## src/rtl/dbus_arbiter_if.sv

```systemverilog
// dbus_arbiter_if: master-side requests/returns and downstream data-port signals of the data bus arbiter
interface dbus_arbiter_if;
  logic        m0_req, m1_req;
  logic [15:0] m0_addr, m1_addr;
  logic [1:0]  m0_we, m1_we;
  logic [15:0] m0_wdata, m1_wdata;
  logic        m0_gnt, m1_gnt;
  logic [15:0] m0_rdata, m1_rdata;
  logic        m0_rvalid, m1_rvalid;
  logic [15:0] dread_addr, dwrite_addr, dwrite_data;
  logic [1:0]  mem_dwrite_en, io_dwrite_en;
  logic [15:0] mem_dread_data, io_dread_data;
  modport slave (
    input  m0_req, m1_req, m0_addr, m1_addr, m0_we, m1_we, m0_wdata, m1_wdata,
    input  mem_dread_data, io_dread_data,
    output m0_gnt, m1_gnt, m0_rdata, m1_rdata, m0_rvalid, m1_rvalid,
    output dread_addr, dwrite_addr, dwrite_data, mem_dwrite_en, io_dwrite_en
  );
  modport master (
    output m0_req, m1_req, m0_addr, m1_addr, m0_we, m1_we, m0_wdata, m1_wdata,
    input  m0_gnt, m1_gnt, m0_rdata, m1_rdata, m0_rvalid, m1_rvalid
  );
  modport downstream (
    input  dread_addr, dwrite_addr, dwrite_data, mem_dwrite_en, io_dwrite_en,
    output mem_dread_data, io_dread_data
  );
endinterface

```

## src/rtl/dbus_arbiter.sv

```systemverilog
// dbus_arbiter: two-master data bus arbiter with memory/IO decode and 1-cycle read return
// Optional macro DBUS_ARB_FAIRNESS_EN forces a master-1 grant after STARVE_LIMIT lost contended cycles.
module dbus_arbiter #(
  parameter logic [15:0] MEMADDRBASE  = 16'h2000,
  parameter int          STARVE_LIMIT = 4
) (
  input logic         clk,
  input logic         reset,
  dbus_arbiter_if.slave bus
);
  logic        force_m1, g0, g1, is_mem, rd;
  logic [15:0] addr;
  logic [1:0]  we;
  logic        rd_pending, rd_owner, rd_region;
`ifdef DBUS_ARB_FAIRNESS_EN
  logic [3:0] starve_cnt;
  assign force_m1 = starve_cnt == 4'(STARVE_LIMIT);
  always_ff @(posedge clk) begin
    if (reset || !bus.m1_req || g1) starve_cnt <= '0;
    else if (!force_m1) starve_cnt <= starve_cnt + 4'd1;
  end
`else
  assign force_m1 = 1'b0;
`endif
  always_comb begin
    g1     = !reset && bus.m1_req && (!bus.m0_req || force_m1);
    g0     = !reset && bus.m0_req && !g1;
    addr   = g1 ? bus.m1_addr : bus.m0_addr;
    we     = g1 ? bus.m1_we : g0 ? bus.m0_we : 2'b00;
    is_mem = addr >= MEMADDRBASE;
    rd     = (g0 || g1) && we == 2'b00;
  end
  assign bus.m0_gnt        = g0;
  assign bus.m1_gnt        = g1;
  assign bus.dread_addr    = addr;
  assign bus.dwrite_addr   = addr;
  assign bus.dwrite_data   = g1 ? bus.m1_wdata : bus.m0_wdata;
  assign bus.mem_dwrite_en = is_mem ? we : 2'b00;
  assign bus.io_dwrite_en  = is_mem ? 2'b00 : we;
  always_ff @(posedge clk) begin
    if (reset) {rd_pending, rd_owner, rd_region} <= '0;
    else {rd_pending, rd_owner, rd_region} <= {rd, g1, is_mem};
  end
  logic [15:0] rsel;
  assign rsel          = rd_region ? bus.mem_dread_data : bus.io_dread_data;
  assign bus.m0_rvalid = rd_pending && !rd_owner && !reset;
  assign bus.m1_rvalid = rd_pending && rd_owner && !reset;
  assign bus.m0_rdata  = bus.m0_rvalid ? rsel : 16'h0000;
  assign bus.m1_rdata  = bus.m1_rvalid ? rsel : 16'h0000;
endmodule

```

## src/flat_wrapper.sv

```systemverilog
// flat-port wrapper written by rule: the top's interface ports become plain ports
module dbus_arbiter_flat 
#(
  parameter logic [15:0] MEMADDRBASE  = 16'h2000,
  parameter int          STARVE_LIMIT = 4
)
  (clk, reset, bus_m0_req, bus_m1_req, bus_m0_addr, bus_m1_addr, bus_m0_we, bus_m1_we, bus_m0_wdata, bus_m1_wdata, bus_mem_dread_data, bus_io_dread_data, bus_m0_gnt, bus_m1_gnt, bus_m0_rdata, bus_m1_rdata, bus_m0_rvalid, bus_m1_rvalid, bus_dread_addr, bus_dwrite_addr, bus_dwrite_data, bus_mem_dwrite_en, bus_io_dwrite_en);
  dbus_arbiter_if bus_i ();
  input logic clk;
  input logic reset;
  input wire logic [$bits(bus_i.m0_req)-1:0] bus_m0_req;
  input wire logic [$bits(bus_i.m1_req)-1:0] bus_m1_req;
  input wire logic [$bits(bus_i.m0_addr)-1:0] bus_m0_addr;
  input wire logic [$bits(bus_i.m1_addr)-1:0] bus_m1_addr;
  input wire logic [$bits(bus_i.m0_we)-1:0] bus_m0_we;
  input wire logic [$bits(bus_i.m1_we)-1:0] bus_m1_we;
  input wire logic [$bits(bus_i.m0_wdata)-1:0] bus_m0_wdata;
  input wire logic [$bits(bus_i.m1_wdata)-1:0] bus_m1_wdata;
  input wire logic [$bits(bus_i.mem_dread_data)-1:0] bus_mem_dread_data;
  input wire logic [$bits(bus_i.io_dread_data)-1:0] bus_io_dread_data;
  output wire logic [$bits(bus_i.m0_gnt)-1:0] bus_m0_gnt;
  output wire logic [$bits(bus_i.m1_gnt)-1:0] bus_m1_gnt;
  output wire logic [$bits(bus_i.m0_rdata)-1:0] bus_m0_rdata;
  output wire logic [$bits(bus_i.m1_rdata)-1:0] bus_m1_rdata;
  output wire logic [$bits(bus_i.m0_rvalid)-1:0] bus_m0_rvalid;
  output wire logic [$bits(bus_i.m1_rvalid)-1:0] bus_m1_rvalid;
  output wire logic [$bits(bus_i.dread_addr)-1:0] bus_dread_addr;
  output wire logic [$bits(bus_i.dwrite_addr)-1:0] bus_dwrite_addr;
  output wire logic [$bits(bus_i.dwrite_data)-1:0] bus_dwrite_data;
  output wire logic [$bits(bus_i.mem_dwrite_en)-1:0] bus_mem_dwrite_en;
  output wire logic [$bits(bus_i.io_dwrite_en)-1:0] bus_io_dwrite_en;
  assign bus_i.m0_req = bus_m0_req;
  assign bus_i.m1_req = bus_m1_req;
  assign bus_i.m0_addr = bus_m0_addr;
  assign bus_i.m1_addr = bus_m1_addr;
  assign bus_i.m0_we = bus_m0_we;
  assign bus_i.m1_we = bus_m1_we;
  assign bus_i.m0_wdata = bus_m0_wdata;
  assign bus_i.m1_wdata = bus_m1_wdata;
  assign bus_i.mem_dread_data = bus_mem_dread_data;
  assign bus_i.io_dread_data = bus_io_dread_data;
  assign bus_m0_gnt = bus_i.m0_gnt;
  assign bus_m1_gnt = bus_i.m1_gnt;
  assign bus_m0_rdata = bus_i.m0_rdata;
  assign bus_m1_rdata = bus_i.m1_rdata;
  assign bus_m0_rvalid = bus_i.m0_rvalid;
  assign bus_m1_rvalid = bus_i.m1_rvalid;
  assign bus_dread_addr = bus_i.dread_addr;
  assign bus_dwrite_addr = bus_i.dwrite_addr;
  assign bus_dwrite_data = bus_i.dwrite_data;
  assign bus_mem_dwrite_en = bus_i.mem_dwrite_en;
  assign bus_io_dwrite_en = bus_i.io_dwrite_en;
  dbus_arbiter #(.MEMADDRBASE(MEMADDRBASE), .STARVE_LIMIT(STARVE_LIMIT)) u_core (.clk(clk), .reset(reset), .bus(bus_i));
endmodule
```

## config.mk

```make
export PLATFORM = sky130hd
export DESIGN_NAME = dbus_arbiter_flat
export DESIGN_NICKNAME = d
export VERILOG_FILES = /design/src/rtl/dbus_arbiter_if.sv /design/src/rtl/dbus_arbiter.sv /design/src/flat_wrapper.sv
export SDC_FILE = /design/constraint.sdc
export NUM_CORES = 1
export LEC_CHECK = 0
export BUFFER_PORTS_ARGS = -buffer_cell sky130_fd_sc_hd__buf_2
export CAP_MARGIN = 30
export CORE_AREA = 2 2 74 76
export CTS_CLUSTER_DIAMETER = 80
export DETAILED_ROUTE_END_ITERATION = 7
export DIE_AREA = 0 0 76 78
export PLACE_DENSITY = 0.66
export SYNTH_ARGS = -nofsm -noshare
export SYNTH_HDL_FRONTEND = slang
export SYNTH_SLANG_ARGS = --single-unit
```

## constraint.sdc

```tcl
create_clock -name clk -period 1.9 [get_ports clk]
set_clock_uncertainty 0.15 [all_clocks]
set_input_delay 0.095 -clock clk [delete_from_list [all_inputs] [get_ports clk]]
set_output_delay 0.095 -clock clk [all_outputs]
set_load 0.02 [all_outputs]
```

==> results.md <==
- Slowest CP cell: or3b_1
- Synthesized net count: 238
- Pint: 0.422 mW
- Avg Inst Size Synth: 7.98 um2
- Tcrit/Tclk final: 92.4%
- Clock Tree Buf Depth: 2
- Postcts setup bufs: 0
- RSZ-0062 raised after global routing: no
- DP Worst Slack: 0.338 ns
- Min setup slack post-route: 0.144 ns
- Setup_tns: 0 ns
- Slew headroom: 61.9%
- Outcome: complete, no violations
- Final HPWL DP: 3830 um
- Synth Instances: 134
- Fin. Hold Viols: 0
- Cell family with most CP delay: simple AND/OR/NAND/NOR gates
- Crit path DAT: 1.51 ns
- Fmax: 570 MHz
- Seq/Total Area, Yosys: 5.61%
- Layout fillers: 514
- Post-synthesis cell type count: 19
- Commonest non-fill, non-tap cell in the layout: buf_2
- Reg clk slew, reported paths: 0.03 ns
- Worst path bufs/invs: 1
- TritonRoute pass-1 iters: 4
- Initial Utilization: 21.2%
- Die footprint: 0.00593 mm2
- N_diodes: 0
- Routed via count: 1,553
- H-tree levels: 1
- Peak supply drop: 186 uV
- Antenna violations before repair: 0
- Maxcap violations: 0
- Die W: 76 um
- WL final: 4390 um
- Synth Register Bits: 3
- Synth warnings: 0
- Post-synth design cell area: 0.00107 mm2
- Synth-to-Final Area Change: 85.7%
- RePlAce Congestion: 0.768
- Highest-count cells in the layout ignoring fill and taps: buf_2 (191), mux2_2 (32), nor2_1 (32)
- Post_cts resized: 0
- Req. time, crit path: 1.65 ns
- Fraction of layout cells with a size suffix above 1: 75.2%
- Layout Nets: 411
- CP Capture Type: output port
- Net Sw Power: 0.286 mW
- Core Rows: 26
- Gr ovfl total: 0
- DRC viols: 0
- Sw frac: 40.4%
- Post-route ant nets: 0
- Vias in the first global route: 1,397
- # hold bufs at CTS: 0
- IO Port Bufs: 191
- Area of the core: 0.00504 mm2
- Gr usage total: 13.2%
- CTS tree: built
- Slew @ Worst Pin: 0.572 ns
- Power share of the clock group: 25.8%
- Period minus WS final: 1.76 ns
- I/O pin count: 192
- Final setup violation count: 0
- First-pass GRT wire length: 6600 um
- Clk sinks: 3
- WL/cell: 11.7 um
- Max Slew Vio Count: 0
- Largest stage delay, worst path: 0.61 ns
- Combinational Power Share: 64.6%
- Num CTS Buffers: 3
- Root Buffer: clkbuf_8
- Die height: 78 um
- Static Leak: 1.21 nW
- Cell Chain, Critical Path: or3b_1 -> nor2_1 -> buf_2
- Sequential power share: 9.7%
- Post-DR vias/cell: 4.13
- Kind of critical path: register to output port
- Crit start category: register
- Hold WC Path Type: input port to register
- Iter 0 DRT Violations: 21
- Largest fanout on the critical path: 17
- Pwr/cell area: 356 mW/mm2
- Largest net degree at the start of global routing: 34
[path summary, 6_finish.rpt]
path | startpoint | to | slack, ns | cells past startpoint
min | reset | u_core.rd_region | 0.03 | 2
max | u_core.rd_pending | bus_m0_rdata[9] | 0.14 | 3
[routing by layer]
metal,track usage [%],part of all wire [%],up-vias
met5,0,0,-
met4,2.18,0,0
met3,3.72,11,0
met2,26.3,52,112
met1,14.1,36,660
li1,-,-,781
[synthesized netlist by cell type, drive strengths merged]
master / number / area share [%]
nand3b: 3 / 2.1
nor2b: 3 / 1.8
mux2: 32 / 34
inv: 3 / 1.1
nor2: 32 / 11
nand2: 2 / 0.70
and2: 2 / 1.2
and2b: 1 / 0.70
mux2i: 17 / 16
buf: 25 / 19
nor3: 3 / 1.4
or3b: 1 / 0.82
a21oi: 3 / 1.4
nor3b: 3 / 3.2
dfxtp: 3 / 5.6
clkbuf: 1 / 0.35
[power by group through the flow]
stage          sequential (mW)  clock, mW  combinational (mW)
6_report                0.0683      0.182               0.457
5_1_grt                 0.0684      0.198               0.492
4_1_cts                 0.0682      0.189               0.461
3_5_place_dp            0.0690          0               0.459
3_3_place_gp            0.0689          0               0.452
2_1_floorplan           0.0687          0               0.301
[flip-flops by register name, summed over array words and instances (netlist names)]
register,cells
u_core.rd_pending,1
u_core.rd_owner,1
u_core.rd_region,1
[final cells by class]
| class | count | area [um2] | share of cell area [%] |
|---|---|---|---|
| repair buffers | 194 | 991 | 49.9 |
| multi-input cells | 102 | 792 | 39.9 |
| well taps | 70 | 87.6 | 4.41 |
| flip-flops and latches | 3 | 60.1 | 3.02 |
| clock buffers | 4 | 45.0 | 2.27 |
| inverters | 3 | 11.3 | 0.567 |
[cells by family after synthesis]
family / share of synthesized area [%]
compound gates: 1.40
flops: 5.61
simple gates: 23.0
mux: 49.6
buf+inv: 20.4
[through the flow]
step	cell area, um2	instances	utilization (%)	hold WS (ns)	power, mW
floorplan	1070	134	-	0.109	0.369
global placement	1940	372	38.5	0.243	0.521
detailed placement	1940	372	38.5	0.252	0.528
CTS	1990	376	39.4	0.0260	0.718
global route	1990	376	39.4	0.0504	0.758
finish	1990	376	39.4	0.0306	0.707
Power figures use the tool's default switching activity.
